### config.mk
export PLATFORM = sky130hd
export DESIGN_NAME = spi_master
export DESIGN_NICKNAME = d
export VERILOG_FILES = /design/src/rtl/spi_master_pkg.sv /design/src/rtl/spi_sck_gen.sv /design/src/rtl/spi_master.sv
export SDC_FILE = /design/constraint.sdc
export NUM_CORES = 1
export LEC_CHECK = 0
export CORE_ASPECT_RATIO = 1.4
export CORE_UTILIZATION = 56
export DETAILED_ROUTE_END_ITERATION = 8
export MAX_ROUTING_LAYER = met4
export PLACE_DENSITY = 0.82
export SLEW_MARGIN = 20
export SYNTH_ARGS = -nofsm -noshare
export SYNTH_HDL_FRONTEND = slang
export SYNTH_SLANG_ARGS = --single-unit
### constraint.sdc
create_clock -name clk -period 2.9 [get_ports clk]
set_clock_uncertainty 0.2 [all_clocks]
set_input_delay 0.435 -clock clk [delete_from_list [all_inputs] [get_ports clk]]
set_output_delay 0.435 -clock clk [all_outputs]
set_load 0.02 [all_outputs]
### src/rtl/spi_master_pkg.sv
// Shared definitions for the SPI flash master: register bit positions,
// FSM state encoding and the default divider-field width.
package spi_master_pkg;

    localparam int DIV_W_DEF    = 3;

    localparam int CTRL_SEL     = 0;
    localparam int CTRL_DIV_LSB = 1;

    localparam int STAT_BUSY    = 0;
    localparam int STAT_RXV     = 1;
    localparam int STAT_OVR     = 2;
    localparam int STAT_WCOL    = 3;

    typedef enum logic [1:0] {
        ST_IDLE = 2'd0,
        ST_LO   = 2'd1,
        ST_HI   = 2'd2
    } spi_state_e;

endpackage

### src/rtl/spi_sck_gen.sv
// Half-period timer: while running, emits a one-cycle tick every 2^div_i clk
// cycles. Held at zero when not running, so each transfer starts a fresh period.
module spi_sck_gen
    import spi_master_pkg::*;
#(
    parameter int DIV_W = DIV_W_DEF
) (
    input  logic             clk,
    input  logic             resetn,
    input  logic             run_i,
    input  logic [DIV_W-1:0] div_i,
    output logic             tick_o
);

    localparam int CNT_W = (1 << DIV_W) - 1;

    logic [CNT_W-1:0] cnt_q, cnt_d, lim;

    // Terminal count 2^div-1 as a thermometer mask of div ones.
    always_comb begin
        for (int i = 0; i < CNT_W; i++) begin
            lim[i] = (i < int'(div_i));
        end
    end

    assign tick_o = run_i && (cnt_q == lim);

    always_comb begin
        cnt_d = cnt_q + CNT_W'(1);
        if (!run_i || tick_o) begin
            cnt_d = '0;
        end
    end

    always_ff @(posedge clk or negedge resetn) begin
        if (!resetn) begin
            cnt_q <= '0;
        end else begin
            cnt_q <= cnt_d;
        end
    end

endmodule

### src/rtl/spi_master.sv
// CPU-programmable SPI mode-0 master for a serial flash: CTRL/STAT/DATA
// registers, one byte per transfer, MSB first, with RX overrun and write-collision flags.
module spi_master
    import spi_master_pkg::*;
#(
    parameter int DIV_W = DIV_W_DEF
) (
    input  logic       clk,
    input  logic       resetn,
    input  logic [7:0] spireg_d_i,
    output logic [7:0] spireg_d_o,
    input  logic       spireg_wr_i,
    input  logic       spireg_rd_i,
    input  logic       spireg_cs_ctrl_i,
    input  logic       spireg_cs_stat_i,
    input  logic       spireg_cs_data_i,
    output logic       spi_sck_o,
    output logic       spi_mosi_o,
    input  logic       spi_miso_i,
    output logic       spi_cs_n_o
);

    logic             ready_q;
    logic [DIV_W:0]   ctrl_q, ctrl_d;
    logic [DIV_W-1:0] div_q, div_d;
    spi_state_e       state_q, state_d;
    logic [2:0]       bit_q, bit_d;
    logic [7:0]       tx_q, tx_d, rxsh_q, rxsh_d, rx_q, rx_d;
    logic             sck_q, sck_d, mosi_q, mosi_d;
    logic             rxv_q, rxv_d, ovr_q, ovr_d, wcol_q, wcol_d;
    logic             tick, busy, done;
    logic             wr_ctrl, wr_stat, wr_data, rd_data;

    // CPU strobes are ignored until the first edge after reset release.
    assign wr_ctrl = ready_q && spireg_wr_i && spireg_cs_ctrl_i;
    assign wr_stat = ready_q && spireg_wr_i && spireg_cs_stat_i;
    assign wr_data = ready_q && spireg_wr_i && spireg_cs_data_i;
    assign rd_data = ready_q && spireg_rd_i && spireg_cs_data_i;

    assign busy = (state_q != ST_IDLE);
    assign done = (state_q == ST_HI) && tick && (bit_q == 3'd7);

    spi_sck_gen #(.DIV_W(DIV_W)) u_sck_gen (
        .clk    (clk),
        .resetn (resetn),
        .run_i  (busy),
        .div_i  (div_q),
        .tick_o (tick)
    );

    always_comb begin
        ctrl_d  = wr_ctrl ? spireg_d_i[DIV_W:0] : ctrl_q;
        div_d   = div_q;
        state_d = state_q;
        bit_d   = bit_q;
        tx_d    = tx_q;
        rxsh_d  = rxsh_q;
        rx_d    = rx_q;
        sck_d   = sck_q;
        mosi_d  = mosi_q;
        rxv_d   = rxv_q;
        ovr_d   = ovr_q;
        wcol_d  = wcol_q;

        unique case (state_q)
            ST_IDLE: begin
                if (wr_data) begin
                    state_d = ST_LO;
                    tx_d    = spireg_d_i;
                    mosi_d  = spireg_d_i[7];
                    div_d   = ctrl_q[DIV_W:CTRL_DIV_LSB];
                    bit_d   = 3'd0;
                end
            end
            ST_LO: begin
                if (tick) begin
                    state_d = ST_HI;
                    sck_d   = 1'b1;
                    rxsh_d  = {rxsh_q[6:0], spi_miso_i};
                end
            end
            ST_HI: begin
                if (tick) begin
                    sck_d = 1'b0;
                    if (bit_q == 3'd7) begin
                        state_d = ST_IDLE;
                        bit_d   = 3'd0;
                        rx_d    = rxsh_q;
                    end else begin
                        state_d = ST_LO;
                        bit_d   = bit_q + 3'd1;
                        tx_d    = {tx_q[6:0], 1'b0};
                        mosi_d  = tx_q[6];
                    end
                end
            end
            default: state_d = ST_IDLE;
        endcase

        // A completion wins over a same-edge read: the reader got the old byte.
        if (done) begin
            rxv_d = 1'b1;
        end else if (rd_data) begin
            rxv_d = 1'b0;
        end

        if (done && rxv_q && !rd_data) begin
            ovr_d = 1'b1;
        end else if (wr_stat && spireg_d_i[STAT_OVR]) begin
            ovr_d = 1'b0;
        end

        if (wr_data && busy) begin
            wcol_d = 1'b1;
        end else if (wr_stat && spireg_d_i[STAT_WCOL]) begin
            wcol_d = 1'b0;
        end
    end

    always_ff @(posedge clk or negedge resetn) begin
        if (!resetn) begin
            ready_q <= 1'b0;
            ctrl_q  <= '0;
            div_q   <= '0;
            state_q <= ST_IDLE;
            bit_q   <= 3'd0;
            tx_q    <= 8'h00;
            rxsh_q  <= 8'h00;
            rx_q    <= 8'h00;
            sck_q   <= 1'b0;
            mosi_q  <= 1'b0;
            rxv_q   <= 1'b0;
            ovr_q   <= 1'b0;
            wcol_q  <= 1'b0;
        end else begin
            ready_q <= 1'b1;
            ctrl_q  <= ctrl_d;
            div_q   <= div_d;
            state_q <= state_d;
            bit_q   <= bit_d;
            tx_q    <= tx_d;
            rxsh_q  <= rxsh_d;
            rx_q    <= rx_d;
            sck_q   <= sck_d;
            mosi_q  <= mosi_d;
            rxv_q   <= rxv_d;
            ovr_q   <= ovr_d;
            wcol_q  <= wcol_d;
        end
    end

    always_comb begin
        spireg_d_o = 8'h00;
        if (spireg_cs_ctrl_i) begin
            spireg_d_o[DIV_W:0] = ctrl_q;
        end else if (spireg_cs_stat_i) begin
            spireg_d_o[STAT_BUSY] = busy;
            spireg_d_o[STAT_RXV]  = rxv_q;
            spireg_d_o[STAT_OVR]  = ovr_q;
            spireg_d_o[STAT_WCOL] = wcol_q;
        end else if (spireg_cs_data_i) begin
            spireg_d_o = rx_q;
        end
    end

    assign spi_sck_o  = sck_q;
    assign spi_mosi_o = mosi_q;
    assign spi_cs_n_o = ~ctrl_q[CTRL_SEL];

endmodule

==> impl_results.md <==
* Worst slew pin tran at 620 ps
* Leakage Power at 1.35 nW
* Tmin final at 2750 ps
* Worst reg2reg path depth at 5
* Yosys Warn Count at 0
* Diodes inserted at 0
* Critical path cell sequence: clkdlybuf4s50_1, nor2b_1, a22oi_1, o21ai_0, clkdlybuf4s50_1
* Cells after Synth at 237
* Pre-Repair DR Iteration Count at 4
* Core ar. at 4270 sq um
* Crit path launch type: primary input
* Post-Route WL at 5.19 mm
* DIE AREA at 4790 sq um
* Worst-case clock buffer depth at 2
* Final-report max-slew violation count at 0
* Post-Syn Nets at 256
* Post-synth top area cell: dfrtp_1
* Synthesized area at 2530 sq um
* Finished Layout Cells at 328
* Post-synth EDFFs at 0
* Crit-path slowest cell: clkdlybuf4s50_1
* Crit path largest cell delay at 630 ps
* Initial antenna violation count at 0
* P&R area growth vs syn at 17.4%
* Peak Freq at 363 MHz
* IO Pins at 27
* Crit end category: output port
* Clk Latency, worst-skew pair at 300 ps
* Drt drc at 0
* FF+latch count, synth at 48
* Synth Flop Type: dfrtp_1
* Power Density at 788 nW/um^2
* Dpl hpwl at 3.57 mm
* Post-CTS Setup Bufs at 0
* DRT iter0 DRCs at 147
* Gpl congestion at 0.859
* Layout Nets at 286
* IO Port Bufs at 26
* First-pass GRT wire length at 8.64 mm
* Number of vias per cell at 6.02
* Worst path arrival time at 2120 ps
* Top Family by Delay on Critical Path: buffers and inverters
* Gr usage total at 24.8%
* Via Count at 1,975
* Crit path kind: primary input to output port
* Fill count at 352
* Post-CTS Resized at 0
* Unrepaired setup endpoints after global routing: true
* Clk slew on worst S/H paths at 90 ps
* Initial Util at 59.1%
* Synth area leaders: dfrtp_1 48%, mux2_2 5.3%, mux2_4 4.8%, nand2_1 4.2%, and3_1 4.0%
* Root Driver: clkbuf_8
* Final worst setup slack at 149 ps
* Die Wd at 58.8 um
* Dpl ws at 125 ps
* H-tree levels at 2
* Worst endpoint required time at 2270 ps
* Grt total ovfl at 0
* Hold-fix buffers, CTS at 0
* Hold Fails Final Rpt at 0
* Pin count of the biggest net entering global routing at 49
* Seq/Total Area, Yosys at 47.5%
* FF/Latch Area at 1200 sq um
* # clock sinks at 48
* Placed cell count at 320
* Area of the multi-input gates at 1240 sq um
* Yosys top cell area share at 47.5%
* Hold crit path type: primary input to async pin
* Crit path max fanout at 9
* Mean Syn Cell Area at 10.7 sq um
* Status: finished, final reports clean
* Final hold slack at 10.1 ps
* Vias in the first global route at 1,851
* Routed wire length per instance at 15.8 um
* Layout cells sized above 1 at 17.2%
* Final Cycle Share at 94.9%
* CP Buf/Inv Count at 2
* Die H at 81.5 um
* Cell variety after synth at 45
* Max-cap viol count at 0
* TritonCTS buffer count at 5
* Post-route ant nets at 0
* Post-synth ARST share at 100%
* Final setup vio count at 0
* Most used cell, CP: clkdlybuf4s50_1
* Slew HR at 58.7%
* WP depth at 5
* VDD IR max at 0.000702 V
* CTS tree: built
* Rows at 28
-- cells in the final DEF (no fill, tap or decap), drive strengths merged, types with 6 or more instances in the layout --
cell / synthesis / layout
mux2: 20 / 20
o21ai: 9 / 9
a211oi: 7 / 7
nand3: 15 / 15
clkbuf: 7 / 6
and2: 6 / 6
nor4b: 7 / 7
nand2: 28 / 28
nor3: 7 / 7
clkdlybuf4s50: 0 / 24
buf: 7 / 12
and3: 16 / 16
o211ai: 7 / 7
dfrtp: 48 / 48
-- cell families (layout without fill, tap and decap cells) --
| family | Yosys count | in the layout | share of synthesized area (%) |
|---|---|---|---|
| and+or+nand+nor | 101 | 101 | 23.0 |
| DFF | 48 | 48 | 47.5 |
| AOI/OAI and AO/OA | 37 | 37 | 10.7 |
| muxes | 24 | 24 | 11.7 |
| buffers and inverters | 17 | 48 | 3.32 |
| xor gates and xnor gates | 6 | 6 | 2.08 |
| adders and majority gates | 3 | 3 | 1.49 |
| other | 1 | 1 | 0.148 |
-- flip-flops by register name (all words and copies together) (netlist names) --
name / cells
rx_q: 8
rxsh_q: 8
tx_q: 7
u_sck_gen.cnt_q: 7
ctrl_q: 4
bit_q: 3
div_q: 3
state_q: 2
ovr_q: 1
ready_q: 1
rxv_q: 1
spi_mosi_o: 1
spi_sck_o: 1
wcol_q: 1
-- worst paths after layout --
| kind | to | slack, ps | start |
|---|---|---|---|
| setup / recovery | spireg_d_o[2] | 150 | spireg_cs_stat_i |
| hold / removal | tx_q[3] | 10 | resetn |
| setup reg to reg | rx_q[4] | 180 | div_q[1] |
| hold reg to reg | ovr_q | 300 | ovr_q |
| max in group asynchronous | bit_q[0] | 2080 | resetn |
| min in group clk | ovr_q | 300 | ovr_q |
-- per-layer routing --
layer	share of wire (%)	global-route usage, %	routed length (um)	up-vias
met1	44	31.2	2270	988
met5	0	-	0	-
met3	3.7	4.25	191	9
met4	1.9	10.2	99	0
li1	-	-	-	930
met2	51	39.4	2630	48
-- Yosys cell counts (2+ instances only) --
master and number:
a211oi_1 7, a21oi_1 2, a22o_1 2, a22oi_1 3, and2_1 6, and3_1 16, buf_2 4, buf_6 2
clkbuf_1 7, dfrtp_1 48, ha_1 3, inv_1 3, mux2_2 12, mux2_4 8, mux2i_1 4, nand2_1 28
nand3_1 12, nand3_2 2, nand4_1 3, nor2_1 4, nor2b_1 4, nor3_1 7, nor3b_1 3, nor4b_1 7
o211ai_1 7, o21ai_0 9, or3_1 2, xnor2_1 4, xor2_1 2
-- cell type report --
class | count | area share (%)
Clock buffer | 6 | 2.78
Clock inverter | 2 | 0.506
Inverter | 3 | 0.380
Multi-Input combinational cell | 172 | 41.8
Sequential cell | 48 | 40.5
Tap cell | 60 | 2.53
Timing Repair Buffer | 37 | 11.5
-- where the power goes --
part           internal (mW)  total [mW]  switching (mW)
combinational          0.441       0.921           0.480
clock                  0.193       0.414           0.221
sequential             0.825        1.00           0.177
total                   1.46        2.34           0.878
-- per-stage QoR --
| stage | total power, mW | TNS [ps] | util [%] | instance area [sq um] |
|---|---|---|---|---|
| after floorplan | 1.67 | 0 | - | 2530 |
| after global placement | 1.90 | 0 | 67.1 | 2870 |
| after detailed placement | 1.93 | 0 | 67.1 | 2870 |
| after CTS | 2.35 | 0 | 69.4 | 2960 |
| after global routing | 2.49 | -29.1 | 69.4 | 2970 |
| final | 2.34 | 0 | 69.4 | 2970 |
(Power assumes the default switching activity.)
